===== src/rtl/puf_challenge_sequencer_pkg.sv =====
// Shared constants and types for the PUF challenge sequencer.
package puf_challenge_sequencer_pkg;

  localparam int unsigned CNT_W = 16;

  typedef enum logic [2:0] {
    ST_IDLE   = 3'd0,
    ST_LOAD   = 3'd1,
    ST_SETTLE = 3'd2,
    ST_FIRE   = 3'd3,
    ST_EVAL   = 3'd4,
    ST_OUTPUT = 3'd5
  } state_e;

endpackage


===== src/rtl/puf_challenge_sequencer_lfsr_step.sv =====
// One Fibonacci LFSR step: shift left, feedback is the parity of the tapped bits.
module puf_lfsr_step #(
  parameter int unsigned     N_CB = 64,
  parameter logic [N_CB-1:0] TAPS = 64'hD800_0000_0000_0000
) (
  input  logic [N_CB-1:0] cur,
  output logic [N_CB-1:0] nxt_c
);

  // Next challenge from the current one
  always_comb begin
    nxt_c = {cur[N_CB-2:0], ^(cur & TAPS)};
  end

endmodule


===== src/rtl/puf_challenge_sequencer.sv =====
// Drives a sequence of LFSR challenges into the PUF array, strobes the
// arbiters and hands each captured response out over a valid/ready port.
module puf_challenge_sequencer
  import puf_challenge_sequencer_pkg::*;
#(
  parameter int unsigned     N_CB          = 64,
  parameter int unsigned     N_PUF         = 16,
  parameter int unsigned     SETTLE_CYCLES = 8,
  parameter int unsigned     EVAL_CYCLES   = 4,
  parameter logic [N_CB-1:0] TAPS          = 64'hD800_0000_0000_0000
) (
  input  logic               clk,
  input  logic               rst_n,
  input  logic               start_i,
  input  logic               abort_i,
  input  logic [N_CB-1:0]    seed_i,
  input  logic [CNT_W-1:0]   n_chal_i,
  output logic [N_CB-1:0]    challenge_o,
  output logic               puf_trig_o,
  input  logic [N_PUF-1:0]   puf_resp_i,
  output logic [N_PUF-1:0]   resp_o,
  output logic               resp_valid_o,
  input  logic               resp_ready_i,
  output logic               busy_o,
  output logic               done_o
);

  state_e           state;
  logic [CNT_W-1:0] remaining;
  logic [CNT_W-1:0] phase_cnt;
  logic [N_CB-1:0]  chal_next_c;

  puf_lfsr_step #(
    .N_CB (N_CB),
    .TAPS (TAPS)
  ) u_lfsr_step (
    .cur   (challenge_o),
    .nxt_c (chal_next_c)
  );

  // Sequencer FSM with registered outputs; abort overrides every transition.
  // The LOAD cycle plus SETTLE (SETTLE_CYCLES+1 cycles) put the first
  // strobe SETTLE_CYCLES+2 edges after the accepting edge.
  always_ff @(posedge clk or negedge rst_n) begin
    if (!rst_n) begin
      state        <= ST_IDLE;
      challenge_o  <= '0;
      resp_o       <= '0;
      remaining    <= '0;
      phase_cnt    <= '0;
      puf_trig_o   <= 1'b0;
      resp_valid_o <= 1'b0;
      busy_o       <= 1'b0;
      done_o       <= 1'b0;
    end else begin
      done_o <= 1'b0;
      if (abort_i) begin
        state        <= ST_IDLE;
        puf_trig_o   <= 1'b0;
        resp_valid_o <= 1'b0;
        busy_o       <= 1'b0;
      end else begin
        case (state)
          ST_IDLE: begin
            if (start_i) begin
              if (n_chal_i == '0) begin
                done_o <= 1'b1;
              end else begin
                challenge_o <= (seed_i == '0) ? N_CB'(1) : seed_i;
                remaining   <= n_chal_i;
                state       <= ST_LOAD;
                busy_o      <= 1'b1;
              end
            end
          end
          ST_LOAD: begin
            phase_cnt <= '0;
            state     <= ST_SETTLE;
          end
          ST_SETTLE: begin
            if (phase_cnt == CNT_W'(SETTLE_CYCLES)) begin
              puf_trig_o <= 1'b1;
              state      <= ST_FIRE;
            end else begin
              phase_cnt <= phase_cnt + CNT_W'(1);
            end
          end
          ST_FIRE: begin
            puf_trig_o <= 1'b0;
            phase_cnt  <= '0;
            state      <= ST_EVAL;
          end
          ST_EVAL: begin
            if (phase_cnt == CNT_W'(EVAL_CYCLES - 1)) begin
              resp_o       <= puf_resp_i;
              resp_valid_o <= 1'b1;
              state        <= ST_OUTPUT;
            end else begin
              phase_cnt <= phase_cnt + CNT_W'(1);
            end
          end
          ST_OUTPUT: begin
            if (resp_valid_o && resp_ready_i) begin
              resp_valid_o <= 1'b0;
              remaining    <= remaining - CNT_W'(1);
              if (remaining == CNT_W'(1)) begin
                done_o <= 1'b1;
                busy_o <= 1'b0;
                state  <= ST_IDLE;
              end else begin
                challenge_o <= chal_next_c;
                phase_cnt   <= '0;
                state       <= ST_SETTLE;
              end
            end
          end
          default: begin
            puf_trig_o   <= 1'b0;
            resp_valid_o <= 1'b0;
            busy_o       <= 1'b0;
            state        <= ST_IDLE;
          end
        endcase
      end
    end
  end

endmodule


===== config.mk =====
export PLATFORM = sky130hd
export DESIGN_NAME = puf_challenge_sequencer
export DESIGN_NICKNAME = d
export VERILOG_FILES = /design/src/rtl/puf_challenge_sequencer_pkg.sv /design/src/rtl/puf_challenge_sequencer_lfsr_step.sv /design/src/rtl/puf_challenge_sequencer.sv
export SDC_FILE = /design/constraint.sdc
export NUM_CORES = 1
export LEC_CHECK = 0
export ABC_AREA = 1
export ABC_CLOCK_PERIOD_IN_PS = 1850
export BUFFER_PORTS_ARGS = -buffer_cell sky130_fd_sc_hd__buf_2
export CORE_MARGIN = 3
export CORE_UTILIZATION = 56
export CTS_BUF_LIST = sky130_fd_sc_hd__clkbuf_4 sky130_fd_sc_hd__clkbuf_8
export CTS_CLUSTER_SIZE = 10
export DETAILED_ROUTE_END_ITERATION = 10
export PLACE_DENSITY = 0.86
export SYNTH_ARGS = -nofsm -noshare
export SYNTH_HDL_FRONTEND = slang
export SYNTH_HIERARCHICAL = 1
export SYNTH_SLANG_ARGS = --single-unit

===== constraint.sdc =====
create_clock -name clk -period 1.85 [get_ports clk]
set_input_delay 0.0925 -clock clk [delete_from_list [all_inputs] [get_ports clk]]
set_output_delay 0.0925 -clock clk [all_outputs]
set_load 0.03 [all_outputs]

==> results of run 1 <==
final timing paths:
kind	start	end	slack, ns	cells past startpoint
hold reg to reg	resp_o[2]	resp_o[2]	0.49	2
min in group asynchronous	rst_n	remaining[0]	0.15	2
setup reg to reg	state[2]	challenge_o[23]	0.05	10
max in group asynchronous	rst_n	challenge_o[49]	1.09	3
hold / removal	n_chal_i[2]	remaining[2]	0.01	5
setup / recovery	state[2]	challenge_o[23]	0.05	10
power groups by stage:
stage                     clock (mW)  sequential [mW]  combinational [mW]
after CTS                       2.66             4.52                6.45
after detailed placement           0             4.53                6.30
after global routing            2.79             4.70                7.35
after global placement             0             4.53                6.12
after floorplan                    0             5.86                3.73
final                           2.64             4.58                6.71
through the flow:
step | instances | setup TNS [ns] | cell area, µm² | power (mW) | setup slack (ns)
2_1_floorplan | 1140 | 0 | 7400 | 9.59 | 0.285
3_3_place_gp | 1413 | 0 | 8120 | 10.7 | 0.173
3_5_place_dp | 1413 | 0 | 8120 | 10.8 | 0.118
4_1_cts | 1532 | 0 | 9440 | 13.6 | 0.0959
5_1_grt | 1534 | -2.23 | 9510 | 14.8 | -0.0818
6_report | 1535 | 0 | 9510 | 13.9 | 0.0530
logic make-up (layout without fill, tap and decap cells):
| kind of cell | Yosys count | count (layout) | synth area share (%) |
|---|---|---|---|
| XOR/XNOR | 13 | 13 | 1.54 |
| AND/OR/NAND/NOR | 778 | 778 | 41.1 |
| other | 0 | 1 | 0 |
| buffers and inverters | 173 | 395 | 12.6 |
| AO/OA/AOI/OAI | 53 | 53 | 3.80 |
| flip-flops | 119 | 119 | 40.2 |
| adder cells (fa/ha/maj) | 4 | 4 | 0.676 |
flip-flops by register name, indices dropped and copies added, names as in the netlist:
| signal | cells |
|---|---|
| challenge_o | 64 |
| resp_valid_o | 1 |
| done_o | 1 |
| resp_o | 16 |
| busy_o | 1 |
| state | 3 |
| puf_trig_o | 1 |
| remaining | 16 |
| phase_cnt | 16 |
per-layer routing:
metal | vias to the layer above | share of wire [%] | GRT usage [%]
li1 | 3820 | - | -
met1 | 3613 | 40 | 37.0
met2 | 423 | 49 | 50.3
met3 | 68 | 8.1 | 6.85
met4 | 0 | 3.1 | 10.4
met5 | - | 0 | 0
placed cells by master, fill, tap and decap left out, drive strengths merged:
cell type	instances
nand2	583
dfrtp	119
inv	73
nor3	3
o22ai	2
o31ai	1
nand3b	1
buf	203
nand3	49
o211ai	2
dlygate4sd3	88
clkinvlp	3
a21oi	4
o21bai	1
nor3b	1
ha	4
diode	1
and2	1
bufinv	4
xor2	7
nor2	130
clkinv	4
or2	5
xnor2	6
nand4	5
o21ai	43
clkbuf	20
timing repair:
action                                  4_1_cts  5_1_grt
setup buffers                                 0        1
hold endpoints to repair                    121        0
endpoints found under the setup margin        0       77
hold buffers                                 88        0
gates resized for setup                       0       13
area by class of cell:
cell class,count,area [µm²]
multi-input combinational,848,3530
fill,949,3260
sequential,119,2980
timing repair buffer,292,2080
inverter,72,273
clock buffer,19,262
tap,172,215
clock inverter,12,175
antenna,1,2.50
worst max-delay path: stages (launching register included):
cell and delay, ns:
sky130_fd_sc_hd__dfrtp_1 0.46, sky130_fd_sc_hd__inv_1 0.12, sky130_fd_sc_hd__nand2_2 0.12, sky130_fd_sc_hd__inv_1 0.06, sky130_fd_sc_hd__nand3_1 0.14, sky130_fd_sc_hd__nand2_1 0.14
sky130_fd_sc_hd__nor2_4 0.24, sky130_fd_sc_hd__inv_4 0.10, sky130_fd_sc_hd__buf_12 0.16, sky130_fd_sc_hd__nand2_1 0.07, sky130_fd_sc_hd__nand2_1 0.06
==> flow_summary_export.csv, run 1 <==
group,metric,value,unit
power,share_of_power_burned_in_the_clock_network,19.0,%
route,number_of_drc_violations_after_detailed_routing_iteration_0,787,
route,wirelength,22300,µm
finish,core_occupancy_in_the_finished_layout,74.5,%
worst_setup_path,cp-end-kind,"register",
synth,synth_common_cells,"sky130_fd_sc_hd__nand2_1 (582), sky130_fd_sc_hd__nor2_1 (126), sky130_fd_sc_hd__dfrtp_1 (119), sky130_fd_sc_hd__buf_4 (71), sky130_fd_sc_hd__inv_1 (69)",
power,power.ir.vdd_worst,0.853,mV
floorplan,top_level_ports,185,
synth,mappedNetlistNets,1245,
sta,fin_skew,0.0170,ns
global_routing,globalRouteOverflowTotal,0,
route,drt-wirelength-per-cell,14.5,µm
worst_setup_path,worst_setup_path_start_kind,"register",
sta,finalCriticalPeriod,1.80,ns
clock_network,tritoncts_num_sinks,119,
global_routing,gr-usage-all-layers,29.6,%
synth,synth_warnings,6,
global_routing,grt_start_max_net_pins,60,
power,sw_frac_of_total,47.7,%
sta,setup_repair_after_global_routing_missed_its_margin,"yes",
sta,worst_hold_slack,0.0132,ns
synth,synthDominantCellAreaShare,40.2,%
synth,synth_largest_area_cell,"sky130_fd_sc_hd__dfrtp_1",
place,portBuffers,184,
sta,max_clock_freq,0.556,GHz
worst_setup_path,worst-setup-path-type,"register to register",
finish,final_net_count,1455,
synth,synth_most_common_cell,"sky130_fd_sc_hd__nand2_1",
floorplan,vertical_die_dimension,121,µm
power,cellInternalPower,7.28,mW
worst_setup_path,cp_data_required_time,2.19,ns
synth,netlist_instances,1140,
worst_hold_path,worst_hold_path_type,"primary input to register",
synth,synth.yosys.seq_area_share,40.2,%
power,share_comb_of_total_power,48.2,%
route,drt-pass1-iter-count,5,
worst_setup_path,worstPathMaxFanout,21,
sta,slew_headroom,66.4,%
global_routing,number_of_global_route_vias_before_repair,7433,
finish,area_growth,28.5,%
floorplan,dieArea,14600,µm²
synth,asyncSetResetFlopFracSynth,100,%
route,route.detailed.drc,0,
synth,dominantRegCellSynth,"sky130_fd_sc_hd__dfrtp_1",
clock_network,tritoncts_clock_tree,"yes",
clock_network,numCtsBuffers,17,
synth,post_synth_main_area_contributors,"sky130_fd_sc_hd__dfrtp_1 (40%), sky130_fd_sc_hd__nand2_1 (30%), sky130_fd_sc_hd__buf_4 (7.2%), sky130_fd_sc_hd__nor2_1 (6.4%), sky130_fd_sc_hd__inv_1 (3.5%)",
synth,syn_area_per_cell,6.49,µm²
run_status,outcome,"completed",
worst_setup_path,timing.critical_path.arrival,2.13,ns
finish,post_route_cells_drive_above_1_share,18.9,%
power,power_per_unit_of_standard_cell_area,1460,nW/µm²
floorplan,die_x,121,µm
synth,flip_flop_and_latch_count_after_synthesis,119,
sta,slew_violations,0,
synth,distinct_cell_type_count_after_synthesis,30,
route,vias,7924,
clock_network,htree_num_levels,4,
power,seqPwrFrac,32.9,%
clock_network,clk_latency,0.46,ns
sta,max_slew.worst_pin.slew,0.503,ns
route,viasPerCell,5.16,
global_routing,grt_first_pass_wirelength,34700,µm
floorplan,fp-row-count,41,
power,total_switching_power,6.64,mW
sta,timing_hold_violations_final,0,
flow_run,timing.max_cap.violations,0,
place,post-dp-hpwl,13600,µm
floorplan,core-area,12800,µm²
power,static-leakage-power,5.29,nW
clock_network,cts.clk_slew.worst_paths,0.07,ns
synth,synth_edf_count,0,
clock_network,cts_root_buf,"sky130_fd_sc_hd__clkbuf_8",
place,gp_routability_congestion,0.922,
sta,fin_crit_sh,97.1,%
clock_network,clockBufferDepth,2,
sta,setup-violations-final,0,
route,ant_nets,0,
synth,netlist_area,7400,µm²
global_routing,number_of_antenna_violations_at_the_first_check_in_global_routing,1,
floorplan,effective_utilization_at_floorplan,57.9,%
No activity file was read; power rests on OpenSTA's default activity.
==> run 2, diff against run 1 <==
ABC_AREA = unset   (was 1)
CORE_UTILIZATION = 55   (was 56)
GPL_ROUTABILITY_DRIVEN = 0   (was unset)
PLACE_DENSITY = 0.85   (was 0.86)
==> run 2 against run 1 <==
  * The run now ends with hold timing, setup timing left
  * Routed wire length rose by 23%
  * Critical path depth shrank 4
  * Cell count fell by 18%
  * Sequential cell count stayed put
  * Critical endpoint is now resp_o[1]
  * Highest routed layer unchanged
  * Clock-buffer cell count is 2 higher
==> flow_summary_export.csv, run 2 <==
group,metric,value,unit
place,post-dp-hpwl,14400,µm
finish,layout.filler_cells,658,
sta,timing_hold_violations_final,1,
sta,setup_repair_after_global_routing_missed_its_margin,"yes",
synth,netlist_instances,764,
synth,mappedNetlistNets,869,
worst_setup_path,crit-reg2reg-capture,"resp_o[1]",
sta,max_slew.worst_pin.slew,0.497,ns
worst_setup_path,cp-end-kind,"register",
synth,dominantRegCellSynth,"sky130_fd_sc_hd__dfrtp_1",
finish,largest-register,"challenge_o",
synth,synth_common_cells,"sky130_fd_sc_hd__nand2_1 (213), sky130_fd_sc_hd__dfrtp_1 (119), sky130_fd_sc_hd__buf_4 (64), sky130_fd_sc_hd__mux2_4 (60), sky130_fd_sc_hd__a21oi_1 (31)",
synth,syn_area_per_cell,9.46,µm²
clock_network,tritoncts_num_sinks,119,
power,power.total,10.8,mW
finish,layout_commonest_cell,"sky130_fd_sc_hd__nand2_1",
worst_hold_path,worst_hold_path_type,"primary input to register",
synth,synth_largest_area_cell,"sky130_fd_sc_hd__dfrtp_1",
floorplan,die_x,121,µm
clock_network,htree_num_levels,4,
finish,num_antenna_cells,0,
route,ant_nets,0,
floorplan,effective_utilization_at_floorplan,56.8,%
floorplan,core-area,12700,µm²
finish,core_occupancy_in_the_finished_layout,83.4,%
worst_setup_path,worstPathMaxFanout,8,
global_routing,number_of_antenna_violations_at_the_first_check_in_global_routing,0,
route,wirelength_met1,9970,µm
synth,flip_flop_and_latch_count_after_synthesis,119,
finish,flip_flop_count_of_the_largest_register_after_layout,64,
clock_network,clockBufferDepth,2,
sta,worst_hold_slack,-0.00101,ns
worst_hold_path,min_path_cells,3,
route,drt-pass1-iter-count,5,
floorplan,fp-row-count,41,
finish,area_growth,46.8,%
clock_network,numCtsBuffers,17,
global_routing,globalRouteOverflowTotal,0,
synth,synth_edf_count,0,
synth,synth.yosys.seq_area_share,41.2,%
synth,post_synth_main_area_contributors,"sky130_fd_sc_hd__dfrtp_1 (41%), sky130_fd_sc_hd__mux2_4 (12%), sky130_fd_sc_hd__nand2_1 (11%), sky130_fd_sc_hd__buf_4 (6.6%), sky130_fd_sc_hd__o31ai_1 (2.2%)",
place,placed_cells_incl_taps,1125,
global_routing,number_of_global_route_vias_before_repair,7354,
place,portBuffers,184,
synth,synth_warnings,6,
floorplan,vertical_die_dimension,121,µm
synth,netlist_area,7230,µm²
finish,post_route_cells_drive_above_1_share,46.3,%
sta,slew_headroom,66.6,%
finish,final_net_count,1177,
worst_setup_path,worst-setup-path-type,"register to register",
route,drt-wirelength-per-cell,21.7,µm
worst_setup_path,timing.critical_path.arrival,2.71,ns
power,power_per_unit_of_standard_cell_area,1020,nW/µm²
run_status,outcome,"finished with violations",
finish,final-instance-count-excl-fill,1257,
sta,fin_skew,0.0169,ns
route,viasPerCell,6.08,
worst_setup_path,worst_setup_path_start_kind,"register",
sta,setup-violations-final,100,
global_routing,grt_start_max_net_pins,72,
route,wirelength,27300,µm
route,routed-wl-met3,2520,µm
route,highest_layer,"met4",
sta,fin_crit_sh,128,%
sta,finalCriticalPeriod,2.36,ns
run_status,violated_checks,"hold timing, setup timing",
sta,max_clock_freq,0.423,GHz
route,vias,7648,
floorplan,top_level_ports,185,
worst_setup_path,flop2flop_setup_slack,-0.51,ns
worst_setup_path,critical_path.reg2reg.startpoint,"phase_cnt[4]",
sta,slew_violations,0,
global_routing,gr-usage-all-layers,33.1,%
clock_network,tritoncts_clock_tree,"yes",
worst_hold_path,min_to,"remaining[6]",
synth,distinct_cell_type_count_after_synthesis,60,
finish,leading_cell_types_in_the_layout_fill_and_taps_excluded,"sky130_fd_sc_hd__nand2_1 (212), sky130_fd_sc_hd__buf_2 (183), sky130_fd_sc_hd__dfrtp_1 (117)",
sta,tns,-25.32,ns
power,power.ir.vdd_worst,0.736,mV
route,met2_wirelength,13400,µm
synth,synthDominantCellAreaShare,41.2,%
worst_setup_path,worst-r2r-cell-count,6,
power,static-leakage-power,5.06,nW
clock_network,clk_latency,0.46,ns
worst_setup_path,cp_data_required_time,2.20,ns
global_routing,grt_first_pass_wirelength,37900,µm
floorplan,dieArea,14600,µm²
route,number_of_drc_violations_after_detailed_routing_iteration_0,805,
clock_network,cts.clk_slew.worst_paths,0.08,ns
synth,asyncSetResetFlopFracSynth,100,%
clock_network,cts_root_buf,"sky130_fd_sc_hd__clkbuf_8",
route,route.detailed.drc,0,
sta,post-route-worst-setup-slack,-0.514,ns
synth,synth_most_common_cell,"sky130_fd_sc_hd__nand2_1",
worst_hold_path,hold_path.startpoint,"n_chal_i[6]",
flow_run,timing.max_cap.violations,0,
==> run 2: cell types whose count changed in the layout (fill, tap and decap cells not counted), moves of 25 or more <==
cell and change:
sky130_fd_sc_hd__nand2_1 -369, sky130_fd_sc_hd__o21ai_0 -29, sky130_fd_sc_hd__buf_4 +93, sky130_fd_sc_hd__a21oi_1 +25, sky130_fd_sc_hd__inv_1 -61, sky130_fd_sc_hd__nor2_1 -103, sky130_fd_sc_hd__mux2_4 +79, sky130_fd_sc_hd__nand3_1 -32
==> run 2: logic make-up (layout without fill, tap and decap cells) <==
| logic type | count (synthesis) | after routing | share of synthesized area [%] |
|---|---|---|---|
| and+or+nand+nor | 336 | 336 | 21.1 |
| adders and majority gates | 4 | 4 | 0.692 |
| muxes | 82 | 82 | 15.9 |
| xor gates and xnor gates | 3 | 3 | 0.364 |
| DFF | 119 | 119 | 41.2 |
| AOI/OAI and AO/OA | 109 | 109 | 10.3 |
| buffers and inverters | 111 | 432 | 10.5 |
==> run 2: how the worst max path moves through the flow <==
stage | end | start | slack, ns
6_report | resp_o[1] | phase_cnt[4] | -0.51
5_1_grt | resp_o[1] | phase_cnt[6] | -0.42
4_1_cts | resp_o[4] | phase_cnt[13] | -0.29
3_5_place_dp | challenge_o[55] | n_chal_i[3] | -0.33
3_3_place_gp | challenge_o[60] | n_chal_i[3] | -0.26
2_1_floorplan | challenge_o[0] | state[2] | -0.40
==> run 2: final cells by class <==
cell class	count	area (µm²)	area share (%)
multi-input combinational	534	4000	37.7
sequential	119	2980	28.1
timing repair buffer	392	2960	27.9
clock buffer	21	277	2.61
tap	172	215	2.03
clock inverter	11	148	1.39
inverter	8	30.0	0.283
==> run 2: timing repair <==
item / in CTS / in global routing
hold buffers: 71 / 0
setup endpoints to repair: 107 / 114
setup buffers: 17 / 11
gates cloned: 0 / 4
pin swaps: 15 / 23
gates resized for setup: 51 / 60
hold endpoints to repair: 192 / 0
==> run 2: report_power, final <==
part / switching, mW / leakage, nW / internal [mW]
Sequential: 0.616 / 1.43 / 3.21
Combinational: 2.40 / 3.43 / 1.96
Clock: 1.16 / 0.205 / 1.43
Total: 4.17 / 5.06 / 6.61
==> run 2: routing by layer <==
layer,track usage [%],vias to the layer above
li1,-,3238
met1,40.2,3694
met2,56.2,568
met3,8.19,148
met4,13.7,0
met5,0,-
==> run 2: worst max-delay path: stages, from the launching register on <==
cell	delay, ns
sky130_fd_sc_hd__dfrtp_1	0.43
sky130_fd_sc_hd__nor3_1	0.38
sky130_fd_sc_hd__nand4_1	0.22
sky130_fd_sc_hd__or4_4	0.48
sky130_fd_sc_hd__nor2_4	0.22
sky130_fd_sc_hd__clkbuf_16	0.21
sky130_fd_sc_hd__mux2_4	0.32
==> run 2: through the flow <==
| stage | area, µm² | setup WS (ns) | hold slack, ns |
|---|---|---|---|
| after floorplan | 7310 | -0.401 | -0.203 |
| after global placement | 8640 | -0.264 | -0.0829 |
| after detailed placement | 8640 | -0.327 | -0.0841 |
| after CTS | 10100 | -0.287 | 0.00199 |
| after global routing | 10600 | -0.416 | -0.0179 |
| final | 10600 | -0.514 | -0.00101 |
